--- src/rtl/reversi_pkg.sv ---
// reversi_pkg: shared definitions for the Reversi game controller.
//   state_e          - 5-bit game-controller state encoding (also exported on stateOut)
//   K_*              - key bit positions; a lower index means a higher priority
//   TIMEOUT_DEFAULT  - default idle cycles before a turn is forfeited
//   is_wait()        - true for states that hold an enable until the datapath answers go
package reversi_pkg;

  typedef enum logic [4:0] {
    S_RESET, S_DRAW_BOARD, S_DRAW_PIECES, S_HIGHLIGHT, S_IDLE,
    S_MOVE, S_CHECK, S_PLACE, S_FLIP, S_SCORE,
    S_TURN, S_HAS_CUR, S_HAS_OPP, S_REMOVE, S_OVER
  } state_e;

  localparam int KEY_W   = 5;
  localparam int K_ENTER = 0;
  localparam int K_RIGHT = 1;
  localparam int K_LEFT  = 2;
  localparam int K_UP    = 3;
  localparam int K_DOWN  = 4;

  localparam logic [31:0] TIMEOUT_DEFAULT = 32'd1_500_000_000;

  function automatic logic is_wait(input state_e s);
    return !(s inside {S_IDLE, S_MOVE, S_OVER});
  endfunction

endpackage

--- src/rtl/reversi_sequencer_key_edge_detect.sv ---
// key_edge_detect: rising-edge detector over the five player keys with
// priority encoding down to a single one-hot command.
//   i_clk, i_rst_n : clock, asynchronous active-low reset
//   i_keys         : synchronised key levels, bit order per reversi_pkg K_*
//   o_cmd          : one-hot rising edge of the highest-priority key (0 if none)
module key_edge_detect
  import reversi_pkg::*;
(
  input  logic             i_clk,
  input  logic             i_rst_n,
  input  logic [KEY_W-1:0] i_keys,
  output logic [KEY_W-1:0] o_cmd
);

  logic [KEY_W-1:0] r_keys;
  logic [KEY_W-1:0] w_rise;

  always_ff @(posedge i_clk or negedge i_rst_n) begin
    if (!i_rst_n) r_keys <= '0;
    else          r_keys <= i_keys;
  end

  assign w_rise = i_keys & ~r_keys;
  // Isolate the lowest set bit: lowest index is highest priority.
  assign o_cmd  = w_rise & (~w_rise + 5'd1);

endmodule

--- src/rtl/reversi_sequencer.sv ---
// reversi_sequencer: top-level Reversi game controller. Strobes one datapath
// operation at a time, advances on the shared go flag, turns key presses into
// cursor moves / placement attempts, and decides turn passing and game over.
//   clk, resetn                 : clock, asynchronous active-low reset
//   key*                        : synchronised active-high key levels
//   go, validMove, hasTurn      : datapath completion flag and its results
//   *En                         : one-hot datapath operation enables (registered)
//   determineCurrent/Opponent   : qualifiers for determineHasTurnEn
//   gameOver                    : high in S_OVER
//   stateOut                    : current state, for debug
// Optional feature: define MOVE_TIMEOUT_EN to forfeit a turn after
// TIMEOUT_CYCLES idle cycles in S_IDLE.
module reversi_sequencer
  import reversi_pkg::*;
#(
  parameter logic [31:0] TIMEOUT_CYCLES = TIMEOUT_DEFAULT
) (
  input  logic       clk,
  input  logic       resetn,
  input  logic       keyEnter,
  input  logic       keyRight,
  input  logic       keyLeft,
  input  logic       keyUp,
  input  logic       keyDown,
  input  logic       go,
  input  logic       validMove,
  input  logic       hasTurn,
  output logic       resetEn,
  output logic       drawBoardEn,
  output logic       drawInitialPiecesEn,
  output logic       moveHighlightEn,
  output logic       checkIfValidMoveEn,
  output logic       placeEn,
  output logic       flipEn,
  output logic       scoreManagerEn,
  output logic       determineHasTurnEn,
  output logic       TurnManagerEn,
  output logic       removeHighlightEn,
  output logic       moveRightEn,
  output logic       moveLeftEn,
  output logic       moveUpEn,
  output logic       moveDownEn,
  output logic       determineCurrent,
  output logic       determineOpponent,
  output logic       gameOver,
  output logic [4:0] stateOut
);

  state_e           r_state, w_next;
  logic             r_entry;     // first cycle of the current state
  logic             w_go_q;      // go qualified past the entry cycle
  logic [KEY_W-1:0] w_keys, w_cmd;
  logic             w_key_hit;   // a key edge accepted in S_IDLE
  logic             w_tmo_hit;

  assign w_keys = {keyDown, keyUp, keyLeft, keyRight, keyEnter};

  key_edge_detect u_keys (
    .i_clk   (clk),
    .i_rst_n (resetn),
    .i_keys  (w_keys),
    .o_cmd   (w_cmd)
  );

  // go may still be the previous operation's done flag on entry.
  assign w_go_q    = go & ~r_entry & is_wait(r_state);
  assign w_key_hit = (r_state == S_IDLE) && (|w_cmd);

`ifdef MOVE_TIMEOUT_EN
  logic [31:0] r_tmo;

  // A key edge in the expiry cycle takes precedence over the forfeit.
  assign w_tmo_hit = (r_state == S_IDLE) && !w_key_hit &&
                     (r_tmo == TIMEOUT_CYCLES - 32'd1);

  always_ff @(posedge clk or negedge resetn) begin
    if (!resetn)                                              r_tmo <= '0;
    else if (r_state == S_IDLE && !w_key_hit && !w_tmo_hit)   r_tmo <= r_tmo + 32'd1;
    else                                                      r_tmo <= '0;
  end
`else
  logic w_unused_tmo;
  assign w_unused_tmo = ^TIMEOUT_CYCLES;
  assign w_tmo_hit    = 1'b0;
`endif

  always_ff @(posedge clk or negedge resetn) begin
    if (!resetn) begin
      r_state <= S_RESET;
      r_entry <= 1'b1;
    end else begin
      r_state <= w_next;
      r_entry <= (w_next != r_state);
    end
  end

  always_comb begin
    w_next = r_state;
    case (r_state)
      S_RESET:       if (w_go_q) w_next = S_DRAW_BOARD;
      S_DRAW_BOARD:  if (w_go_q) w_next = S_DRAW_PIECES;
      S_DRAW_PIECES: if (w_go_q) w_next = S_HIGHLIGHT;
      S_HIGHLIGHT:   if (w_go_q) w_next = S_IDLE;
      S_IDLE: begin
        if (w_cmd[K_ENTER])  w_next = S_CHECK;
        else if (|w_cmd)     w_next = S_MOVE;
        else if (w_tmo_hit)  w_next = S_TURN;
      end
      S_MOVE:        w_next = S_HIGHLIGHT;
      S_CHECK:       if (w_go_q) w_next = validMove ? S_PLACE : S_IDLE;
      S_PLACE:       if (w_go_q) w_next = S_FLIP;
      S_FLIP:        if (w_go_q) w_next = S_SCORE;
      S_SCORE:       if (w_go_q) w_next = S_TURN;
      S_TURN:        if (w_go_q) w_next = S_HAS_CUR;
      S_HAS_CUR:     if (w_go_q) w_next = hasTurn ? S_HIGHLIGHT : S_HAS_OPP;
      // Opponent can move: pass the turn back through S_TURN.
      S_HAS_OPP:     if (w_go_q) w_next = hasTurn ? S_TURN : S_REMOVE;
      S_REMOVE:      if (w_go_q) w_next = S_OVER;
      S_OVER:        w_next = S_OVER;
      default:       w_next = S_RESET;
    endcase
  end

  // Outputs decode the next state so each enable rises with state entry.
  // S_MOVE is only reached from S_IDLE, so w_cmd still names the direction.
  always_ff @(posedge clk or negedge resetn) begin
    if (!resetn) begin
      resetEn             <= 1'b1;
      drawBoardEn         <= 1'b0;
      drawInitialPiecesEn <= 1'b0;
      moveHighlightEn     <= 1'b0;
      checkIfValidMoveEn  <= 1'b0;
      placeEn             <= 1'b0;
      flipEn              <= 1'b0;
      scoreManagerEn      <= 1'b0;
      determineHasTurnEn  <= 1'b0;
      TurnManagerEn       <= 1'b0;
      removeHighlightEn   <= 1'b0;
      moveRightEn         <= 1'b0;
      moveLeftEn          <= 1'b0;
      moveUpEn            <= 1'b0;
      moveDownEn          <= 1'b0;
      determineCurrent    <= 1'b0;
      determineOpponent   <= 1'b0;
      gameOver            <= 1'b0;
    end else begin
      resetEn             <= (w_next == S_RESET);
      drawBoardEn         <= (w_next == S_DRAW_BOARD);
      drawInitialPiecesEn <= (w_next == S_DRAW_PIECES);
      moveHighlightEn     <= (w_next == S_HIGHLIGHT);
      checkIfValidMoveEn  <= (w_next == S_CHECK);
      placeEn             <= (w_next == S_PLACE);
      flipEn              <= (w_next == S_FLIP);
      scoreManagerEn      <= (w_next == S_SCORE);
      determineHasTurnEn  <= (w_next == S_HAS_CUR) || (w_next == S_HAS_OPP);
      TurnManagerEn       <= (w_next == S_TURN);
      removeHighlightEn   <= (w_next == S_REMOVE);
      moveRightEn         <= (w_next == S_MOVE) && w_cmd[K_RIGHT];
      moveLeftEn          <= (w_next == S_MOVE) && w_cmd[K_LEFT];
      moveUpEn            <= (w_next == S_MOVE) && w_cmd[K_UP];
      moveDownEn          <= (w_next == S_MOVE) && w_cmd[K_DOWN];
      determineCurrent    <= (w_next == S_HAS_CUR);
      determineOpponent   <= (w_next == S_HAS_OPP);
      gameOver            <= (w_next == S_OVER);
    end
  end

  assign stateOut = r_state;

endmodule

--- config.mk ---
export PLATFORM = sky130hd
export DESIGN_NAME = reversi_sequencer
export DESIGN_NICKNAME = d
export VERILOG_FILES = /design/src/rtl/reversi_pkg.sv /design/src/rtl/reversi_sequencer_key_edge_detect.sv /design/src/rtl/reversi_sequencer.sv
export SDC_FILE = /design/constraint.sdc
export NUM_CORES = 1
export LEC_CHECK = 0
export BUFFER_PORTS_ARGS = -buffer_cell sky130_fd_sc_hd__buf_2
export CAP_MARGIN = 15
export CORE_ASPECT_RATIO = 1.1
export CORE_MARGIN = 5
export CORE_UTILIZATION = 51
export CTS_CLUSTER_SIZE = 14
export DETAILED_ROUTE_END_ITERATION = 8
export GPL_TIMING_DRIVEN = 0
export HOLD_SLACK_MARGIN = 0.03
export PLACE_DENSITY = 0.76
export SYNTH_ARGS = -nofsm -noshare
export SYNTH_HDL_FRONTEND = slang
export SYNTH_SLANG_ARGS = --single-unit
--- constraint.sdc ---
create_clock -name clk -period 3.1 [get_ports clk]
set_input_delay 0.31 -clock clk [delete_from_list [all_inputs] [get_ports clk]]
set_output_delay 0.31 -clock clk [all_outputs]
set_load 0.01 [all_outputs]
==> results.md, run 1 <==
* Status: completed
* Multi-input gate area at around 710 um2
* Cell Pwr Density at 452 mW/mm2
* Crit path required time at approximately 3.3 ns
* Largest family of logic cells by synthesized area: simple AND/OR/NAND/NOR gates
* RSZ-0062 raised after global routing: false
* Drt via density at roughly 5.8
* CTS Root Cell: clkbuf_4
* Maximum VDD drop at 0.439 mV
* Post-Syn Area at 0.00152 mm2
* Starting density of the core at 0.542
* Fin nets at 213
* Final setup viols at 0
* Core box area at 0.00280 mm2
* Hold Fails Final Rpt at 0
* Setup Fix Bufs, Post-CTS at 0
* Leak at 0.000884 uW
* Syn. warnings at 0
* GRT Residual Overflow at 0
* Synth Net Count at approximately 170
* Cell row count at 20
* Largest fanout on the critical path at 8
* Vias in the first global route at 1378
* Die X at 62.0 um
* Cells after Synth at 164
* TritonCTS clock tree: built
* Share of cells above drive strength 1 at 0.284
* Async SR Flop Fraction at 1.00
* Drc violations at 0
* Worst-skew pair later-pin latency at around 0.32 ns
* Distinct cell type count after synthesis at 50
* Max-Cap Viols at 0
* Reg clk slew, reported paths at 0.09 ns
* Max Root-Sink Buffers at 2
* Worst-Margin Slew at 0.609 ns
* H-tree depth at 2
* Yosys reg bits at 29
* Hold Crit Class: in2reg
* Worst setup SP type: flop
* Fill cell count at around 250
* Average size of a mapped cell at 9.26 um2
* PortBufs at 31
* IO Count at 33
* DIE AREA at 0.00417 mm2
* Largest net degree at the start of global routing at 30
* Final ANT Viol Nets at 0
* Most used flip-flop cell after synthesis: dfrtp_1
* Starting DRT DRC Count at 54
* Area grow syn2layout at 19.2%
* CP Class: reg2reg
* Post-Synth XOR/XNOR Area at 0.00577
* Initial antenna violation count at 0
* Max-slew headroom at 0.594
* Final Power at 818 uW
* Final worst path period share at 0.723
* Sequence of cells on the critical path: clkbuf_2 > nand2b_4 > or3_1 > clkbuf_1 > a31o_1 > a311o_1 > nand3_1 > o22ai_2
* Critical path arrival at 2.43 ns
* Post-synthesis simple-gate area fraction at 0.279
* Post-synthesis mux area share at 0
* Chip height at about 67 um
* Sequential fraction of the synthesis area at 0.479
* Global-route wire length before repair at 6300 um
* Adder-cell share of the synthesized area at 0
* Compound-Gate Fraction of Synth Area at 0.178
* Total GRT Usage at 0.204
* DR WL/cell at 15.6 um
* CTS sink count at 29
* Pins Over Slew Limit at 0
* Drt pass-1 iters at 5
* Fmax at 446 MHz
* Total CTS buffers at 5
* Period minus WS final at 2.24 ns
* Via count at 1367
* EDFF count, synth at 0
* Clock skew at 0.00984 ns
* RePlAce Congestion at 0.958
* Worst setup EP type: flop
* Setup TNS at 0 ns
* Worst stage delay on the critical path at 0.39 ns
* Final WL at approximately 3700 um
* Slowest CP cell: dfrtp_1
* HPWL after DPL at about 2800 um
* ANT cells at 0
* Reg area at 728 um2
cell type report:
class	instances	share of cell area
Multi-Input combinational cell	116	0.390
Inverter	9	0.0194
Buffer	10	0.0270
Sequential cell	29	0.402
Clock buffer	7	0.0304
Timing Repair Buffer	32	0.0912
Tap cell	33	0.0228
Clock inverter	1	0.0166
critical path: cells and delay by family, from the launching register on:
kind | cells | cell delay (ns)
AOI/OAI and AO/OA | 3 | 0.64
buffers and inverters | 2 | 0.35
DFF | 1 | 0.39
and+or+nand+nor | 3 | 0.72
synth_stat cells, types with 2 or more instances:
master    number  area, um2
dfrtp_1       27        676
nor2_1        21       78.8
nand2_1       13       48.8
nand2b_1      12       75.1
nand3_1        9       45.0
o21ai_0        9       45.0
buf_2          8       40.0
inv_1          8       30.0
nand4_1        5       31.3
a21oi_1        4       20.0
nor3b_1        3       22.5
a31oi_1        2       12.5
dfstp_2        2       52.6
nand3b_1       2       15.0
nor2b_1        2       12.5
nor3_1         2       10.0
or3_1          2       12.5
layer usage:
layer  wire length [um]  vias up  global-route usage
met5                  0        -                   0
met1               1470      647               0.244
li1                   -      651                   -
met4                 73        0              0.0716
met3                316        9              0.0688
met2               1850       60               0.335
cell usage in the layout, fill, tap and decap left out, types with 2 or more instances in the layout:
cell type  count
nand4_1        5
nand3b_1       2
buf_2         39
dfrtp_1       27
clkbuf_1       2
nand3_1        9
a21oi_1        4
a31oi_1        2
inv_1          8
or3_1          2
nor2_1        21
nor3_1         2
o21ai_0        9
nor3b_1        3
nor2b_1        2
clkbuf_4       5
nand2b_1      12
dfstp_2        2
nand2_1       13
final timing paths:
| path | from | endpoint | slack (ns) | cells past startpoint |
|---|---|---|---|---|
| worst max-delay path | stateOut[0] | determineHasTurnEn | 0.86 | 8 |
| worst min-delay path | keyDown | u_keys.r_keys[4] | 0.10 | 1 |
| worst max register to register | stateOut[0] | determineHasTurnEn | 0.86 | 8 |
| worst min register to register | u_keys.r_keys[3] | moveUpEn | 0.54 | 2 |
| max in group asynchronous | resetn | stateOut[2] | 2.16 | 2 |
| min in group asynchronous | resetn | moveRightEn | 0.52 | 2 |
power breakdown:
group / switching (uW) / leakage, uW / internal [uW]
logic: 65.6 / 0.000455 / 35.0
clock network: 127 / 0.0000455 / 192
registers: 5.08 / 0.000383 / 392
total: 198 / 0.000884 / 620
logic make-up (layout without fill, tap and decap cells):
group                     after synthesis  in the layout
AOI/OAI and AO/OA                      35             35
xor gates and xnor gates                1              1
buffers and inverters                  19             59
DFF                                    29             29
other                                   1              1
and+or+nand+nor                        79             79
what timing repair did:
action,in CTS,in global routing
hold buffers,1,0
resized for setup,0,0
endpoints found under the hold margin,27,0
endpoints found under the setup margin,0,0
metrics by stage:
step / cell area (um2) / setup slack [ns] / hold WS, ns / utilization / cells
after floorplan: 1520 / 1.09 / 0.0144 / - / 164
after global placement: 1720 / 0.905 / 0.332 / 0.612 / 228
after detailed placement: 1720 / 0.914 / 0.360 / 0.612 / 228
after CTS: 1810 / 0.889 / 0.0947 / 0.646 / 237
after global routing: 1810 / 0.752 / 0.0854 / 0.646 / 237
final: 1810 / 0.859 / 0.101 / 0.646 / 237
(Power assumes the default switching activity.)
==> run 2, diff against run 1 <==
--- a/config.mk
+++ b/config.mk
@@ -5,6 +5,7 @@
 export SDC_FILE = /design/constraint.sdc
 export NUM_CORES = 1
 export LEC_CHECK = 0
+export ABC_AREA = 1
 export BUFFER_PORTS_ARGS = -buffer_cell sky130_fd_sc_hd__buf_2
 export CAP_MARGIN = 15
 export CORE_ASPECT_RATIO = 1.1
@@ -14,7 +15,7 @@
 export DETAILED_ROUTE_END_ITERATION = 8
 export GPL_TIMING_DRIVEN = 0
 export HOLD_SLACK_MARGIN = 0.03
-export PLACE_DENSITY = 0.76
+export PLACE_DENSITY = 0.75
 export SYNTH_ARGS = -nofsm -noshare
 export SYNTH_HDL_FRONTEND = slang
 export SYNTH_SLANG_ARGS = --single-unit
==> constraint.sdc (replaced) <==
create_clock -name clk -period 2.3 [get_ports clk]
set_input_delay 0.23 -clock clk [delete_from_list [all_inputs] [get_ports clk]]
set_output_delay 0.23 -clock clk [all_outputs]
set_load 0.01 [all_outputs]
==> run 2 against run 1 <==
Area after synthesis grew 5.6%. Clock skew down 0.0016 ns. Register-to-register slack worse by 0.35 ns. Die area rose by 4.7%. Flip-flop and latch count did not move. Cell count up 14%. Worst hold slack worse by 0.054 ns. Routed wire length decreased by 14%. Clock power decreased by 3%. Combinational power grew to 7.6 times the previous value. Count of clock-buffer cells in the layout is 1 higher. Critical path type is now in2reg. Largest power group is now combinational cells.
==> results.md, run 2 <==
* Status: completed
* Max-Cap Viols at 0
* RR Endpoint: drawBoardEn
* RSZ-0062 raised after global routing: false
* Drt pass-1 iters at 4
* Worst-skew pair later-pin latency at approximately 0.32 ns
* Worst-Margin Slew at 0.594 ns
* Average size of a mapped cell at about 8.4 um2
* Crit path required time at 2.54 ns
* Cell row count at 21
* Synth cell count leaders: nand2_1, dfrtp_1, inv_1
* Synth Net Count at 201
* Share of cells above drive strength 1 at 0.339
* WHS Path Cells at 1
* Leak at around 0.0011 uW
* Hold path endpoint: u_keys.r_keys[2]
* Fin nets at 245
* Post-synth top area cell: dfrtp_1
* Post-Syn Area at 0.00160 mm2
* Distinct cell type count after synthesis at 28
* Global-route wire length before repair at 5440 um
* GRT Residual Overflow at 0
* Area grow syn2layout at 19.4%
* Worst Hold Launch: keyLeft
* Final WL at 3180 um
* Reg2reg path depth at 10
* Hold Crit Class: in2reg
* Vias in the first global route at 1208
* Max-slew headroom at 0.604
* Period minus WS final at approximately 1.8 ns
* Worst setup SP type: primary input
* CTS Root Cell: clkbuf_4
* RePlAce Congestion at 0.995
* CTS sink count at 29
* Critical path arrival at a little over 2 ns
* Synth top area cells: dfrtp_1, nand2_1, nand3_1, inv_1, nor2_1
* Commonest non-fill, non-tap cell in the layout: nand2_1
* DIE AREA at 0.00437 mm2
* Sequence of cells on the critical path: dlygate4sd3_1 > buf_2 > nand2_1 > nand2_1 > inv_2 > nand2_1 > nor2_1 > nand2_1 > nand3_1 > nand2_1 > nor2_2 > nand2_4 > nor2_4 > nand2_2 > o21ai_1
* Setup TNS at 0 ns
* Most frequent cells in the layout: nand2_1, buf_2, dfrtp_1, inv_1, nor2_1
* Async SR Flop Fraction at 1.00
* Yosys reg bits at 29
* EDFF count, synth at 0
* Final ANT Viol Nets at 0
* Largest fanout on the critical path at 5
* Pre-CTS WS at approximately 0.55 ns
* PortBufs at 32
* Final Power at 1680 uW
* Largest net degree at the start of global routing at 30
* Slowest CP cell: dlygate4sd3_1
* Pins Over Slew Limit at 0
* Final setup viols at 0
* Starting DRT DRC Count at 62
* Worst reg2reg startpoint: stateOut[3]
* Worst setup EP type: flop
* Total GRT Usage at 0.164
* Fill cell count at 269
* Drc violations at 0
* Maximum VDD drop at 0.710 mV
* Via count at 1375
* DR WL/cell at around 12 um
* Hold Fails Final Rpt at 0
* Most used flip-flop cell after synthesis: dfrtp_1
* ANT cells at 0
* Fmax at around 550 MHz
* Max Root-Sink Buffers at 2
* Syn. warnings at 0
* Sequential fraction of the synthesis area at 0.454
* Cell Pwr Density at 879 mW/mm2
* Setup ws final at 0.484 ns
* Drt via density at 5.09
* HPWL after DPL at between 2000 and 2500 um
* Most common cell in the synthesized netlist: nand2_1
* Worst stage delay on the critical path at approximately 0.53 ns
* Core box area at 0.00305 mm2
* H-tree depth at 2
* Final worst path period share at 0.790
* Die X at 63.5 um
* Total CTS buffers at 5
* TritonCTS clock tree: built
* Most used cell along the critical path: nand2_1
* Flop-to-flop setup slack at 0.51 ns
* Setup Fix Bufs, Post-CTS at 0
* Initial antenna violation count at 0
* Cells after Synth at 191
* CP Class: in2reg
* Clock skew at 0.00827 ns
* IO Count at 33
* Yosys top cell area share at 0.421
* Starting density of the core at 0.526
* Chip height at 68.8 um
* Reg clk slew, reported paths at 0.08 ns
-- run 2: cell count changes after synthesis, moves of 3 or more --
| cell | delta |
|---|---|
| nand2b_1 | -12 |
| inv_1 | +15 |
| buf_2 | -8 |
| o21ai_0 | -5 |
| nor3b_1 | -3 |
| nand2_1 | +25 |
| inv_2 | +6 |
| nor2_4 | +5 |
| nand2_2 | +9 |
| buf_6 | +4 |
| nand3_1 | +9 |
| nor2_2 | +4 |
-- run 2: what timing repair did --
action                    CTS  global route
hold buffers                5             0
gates resized for setup     0             0
hold endpoints to repair   31             0
-- run 2: cell families (layout without fill, tap and decap cells) --
kind of cell    after synthesis  in the layout  share of synthesized area
simple gates                115            115                      0.395
flops                        29             29                      0.454
buf+inv                      35             80                      0.104
other cells                   1              1                    0.00234
compound gates               11             11                     0.0452
-- run 2: routing by layer --
metal	track usage	wire length, um	vias up
met5	0	0	-
met4	0.117	119	0
met3	0.0454	255	14
met2	0.254	1470	58
met1	0.200	1330	616
li1	-	-	687
-- run 2: worst max path at each step --
stage,endpoint,slack (ns),startpoint,depth (start not counted)
global placement,r_entry,0.54,stateOut[2],13
global route,determineHasTurnEn,0.33,keyRight,15
CTS,determineHasTurnEn,0.48,keyEnter,15
detailed placement,drawBoardEn,0.55,stateOut[3],10
floorplan,removeHighlightEn,0.71,stateOut[3],10
finish,determineHasTurnEn,0.48,keyEnter,15
-- run 2: worst max-delay path, delay by kind of cell --
family | cells | cell delay, ns
and+or+nand+nor | 11 | 1.05
buffers and inverters | 3 | 0.72
AOI/OAI and AO/OA | 1 | 0.07
-- run 2: area by class of cell --
type	instances	area [um2]	share of cell area
plain buffers	4	45.0	0.0235
clock buffers	8	58.8	0.0307
inverters	31	121	0.0634
multi-input cells	127	709	0.370
flip-flops and latches	29	728	0.380
well taps	34	42.5	0.0222
repair buffers	37	210	0.110
-- run 2: per-stage QoR --
step	instance area [um2]	cells	util	hold slack (ns)
after floorplan	1600	191	-	-0.0656
after global placement	1810	257	0.593	0.262
after detailed placement	1810	257	0.593	0.276
after CTS	1920	270	0.628	0.0309
after global routing	1920	270	0.628	0.0314
final	1920	270	0.628	0.0468
-- run 2: power by group --
group | switching [uW] | internal [uW]
registers | 27.8 | 581
clock network | 159 | 151
logic | 503 | 263
total | 690 | 995
==> run 3, diff against run 2 <==
--- a/config.mk
+++ b/config.mk
@@ -5,12 +5,12 @@
 export SDC_FILE = /design/constraint.sdc
 export NUM_CORES = 1
 export LEC_CHECK = 0
-export ABC_AREA = 1
+export ABC_AREA = 0
 export BUFFER_PORTS_ARGS = -buffer_cell sky130_fd_sc_hd__buf_2
 export CAP_MARGIN = 15
 export CORE_ASPECT_RATIO = 1.1
 export CORE_MARGIN = 5
-export CORE_UTILIZATION = 51
+export CORE_UTILIZATION = 48
 export CTS_CLUSTER_SIZE = 14
 export DETAILED_ROUTE_END_ITERATION = 8
 export GPL_TIMING_DRIVEN = 0
==> constraint.sdc (replaced) <==
create_clock -name clk -period 1.5 [get_ports clk]
set_input_delay 0.15 -clock clk [delete_from_list [all_inputs] [get_ports clk]]
set_output_delay 0.15 -clock clk [all_outputs]
set_load 0.01 [all_outputs]
==> run 3 against run 2 <==
The flow now finishes with violations (setup timing). Non-clock buffer count grew 31. Clock skew is essentially flat. Sequential power grew 36%. Via count grew 13%. Worst setup slack lost 1.0 ns. Total power grew 8.2%. First-iteration DRC count grew 26%. Flip-flop and latch count is the same. Largest cell class is now multi-input combinational cells. Core utilization grew 14 points. Count of clock-buffer cells in the layout shrank 2. Global-route usage grew 4.9 points. Die area grew 0.52%.
==> results.md, run 3 (synthesis gave the netlist of run 1 again) <==
* Share of total power in sequential cells at 0.453
* Worst reg2reg startpoint: stateOut[1]
* Most frequent cells in the layout: buf_2, dfrtp_1, buf_4, nor2_1, buf_6
* Crit path max-delay family: compound AO/OA/AOI/OAI gates
* Initial antenna violation count at 0
* TritonCTS clock tree: built
* Worst-skew pair later-pin latency at 0.33 ns
* Drt via density at 5.81
* Clock skew at 0.00856 ns
* Final WL at 4700 um
* Global-route wire length before repair at 7490 um
* Drc violations at 0
* HPWL after DPL at 2740 um
* Switching pwr at about 470 uW
* RePlAce Congestion at 0.925
* Largest fanout on the critical path at 5
* Leak at roughly 0.0011 uW
* Total CTS buffers at 5
* Status: finished, violations left
* Area grow syn2layout at 54.8%
* Starting density of the core at 0.498
* Reg clk slew, reported paths at 0.10 ns
* Critical path arrival at 2.24 ns
* Maximum VDD drop at 1.09 mV
* Vias in the first global route at approximately 1600
* Setup ws final at -0.539 ns
* Share of cells above drive strength 1 at 0.547
* Cell Pwr Density at between 700 and 800 mW/mm2
* Placed standard-cell area at 0.00176 mm2
* CP Class: reg2reg
* CTS Root Cell: clkbuf_4
* CTS sink count at 29
* Final ANT Viol Nets at 0
* Worst Hold Launch: keyDown
* Commonest non-fill, non-tap cell in the layout: buf_2
* Crit path required time at 1.70 ns
* Worst stage delay on the critical path at 0.42 ns
* DR WL/cell at 17.6 um
* Fmax at 490 MHz
* PortBufs at 31
* Hold Crit Class: in2reg
* Switch share at 0.260
* Max-slew headroom at 0.586
* GRT Residual Overflow at 0
* Failing checks: setup timing
* Fin nets at 243
* CP startpoint: stateOut[1]
* H-tree depth at 2
* DIE AREA at 0.00439 mm2
* Cell row count at 21
* Worst setup SP type: flop
* Met1 usage at 0.243
* Pins Over Slew Limit at 0
* WP buf/inv at 1
* Chip height at 69 um
* Max-Cap Viols at 0
* Combinational share of power at 0.175
* Busiest grt layer: met2
* Fill cell count at roughly 200
* Grt met2 use at 0.369
* Worst-Margin Slew at ~0.62 ns
* Hold Fails Final Rpt at 0
* Hold slack at 0.110 ns
* Worst setup EP type: flop
* Clock power share at 0.372
* Drt pass-1 iters at 4
* Sequence of cells on the critical path: buf_6 > or3b_4 > a21o_1 > a31o_1 > a311o_1 > nand3_4 > o22ai_2
* Total GRT Usage at 0.213
* Pint at 1350 uW
* Final setup viols at 19
* Grt met3 use at 0.0682
* Largest net degree at the start of global routing at 30
* Via count at 1558
* Starting DRT DRC Count at just under 80
* Slowest CP cell: dfrtp_1
* Final Cell Area at 0.00235 mm2
* RSZ-0062 raised after global routing: true
* Max Root-Sink Buffers at 2
* ANT cells at 0
* Final worst path period share at 1.36
* IO Count at 33
* Core box area at slightly above 0.003 mm2
* Die X at 63.6 um
* Period minus WS final at 2.04 ns
-- run 3: cell count changes in the layout (fill, tap and decap cells not counted), moves of 4 or more --
cell | before | now
nand2_1 | 38 | 6
buf_4 | 0 | 22
nor2_4 | 5 | 1
nand3_1 | 18 | 7
buf_6 | 4 | 10
nor2_1 | 22 | 12
nor2_2 | 4 | 8
nand2b_1 | 0 | 8
inv_2 | 6 | 2
nand2b_4 | 0 | 4
inv_1 | 23 | 6
-- run 3: worst reg2reg max path: cells and delay by family, from the launching register on --
kind                   cells  cell delay (ns)
AOI/OAI and AO/OA          4             0.81
buffers and inverters      1             0.14
and+or+nand+nor            2             0.54
DFF                        1             0.42
-- run 3: power by group through the flow --
stage          clock network [uW]  logic [uW]  registers, uW
3_3_place_gp                    0         212            836
4_1_cts                       679         295            824
6_report                      678         320            826
5_1_grt                       717         341            828
3_5_place_dp                    0         217            836
2_1_floorplan                   0         136            843
-- run 3: repair_timing --
| action | CTS | global route |
|---|---|---|
| endpoints found under the setup margin | 19 | 23 |
| pin swaps | 26 | 15 |
| setup buffers | 21 | 9 |
| resized for setup | 47 | 21 |
| hold endpoints to repair | 32 | 0 |
| hold buffers | 6 | 0 |
-- run 3: cell type report --
cell class	instances	area, um2	share of cell area
multi-input cells	116	922	0.392
flip-flops and latches	29	731	0.311
repair buffers	65	455	0.194
plain buffers	7	72.6	0.0309
clock buffers	6	51.3	0.0218
well taps	34	42.5	0.0181
inverters	9	38.8	0.0165
clock inverters	2	37.5	0.0160
-- run 3: final timing paths --
path                                       to  slack (ns)  cells after the start
setup / recovery           determineHasTurnEn       -0.54                      7
hold / removal                     moveDownEn        0.11                      3
setup reg to reg           determineHasTurnEn       -0.54                      7
hold reg to reg                      moveUpEn        0.55                      2
max in group asynchronous         stateOut[0]        0.70                      2
min in group asynchronous    u_keys.r_keys[4]        0.36                      2
-- run 3: metal layers --
layer  part of all wire  routed length, um
met1               0.39               1830
met2               0.52               2450
met3              0.070                329
met4              0.020                 93
met5                  0                  0
-- run 3: through the flow --
step | utilization | instances | total power [uW] | setup WS, ns | TNS [ns]
CTS | 0.738 | 262 | 1800 | -0.504 | -6.78
global route | 0.771 | 268 | 1890 | -0.583 | -8.84
floorplan | - | 164 | 979 | -0.433 | -5.53
detailed placement | 0.579 | 229 | 1050 | -0.585 | -8.27
finish | 0.771 | 268 | 1820 | -0.539 | -7.68
global placement | 0.579 | 229 | 1050 | -0.556 | -7.90
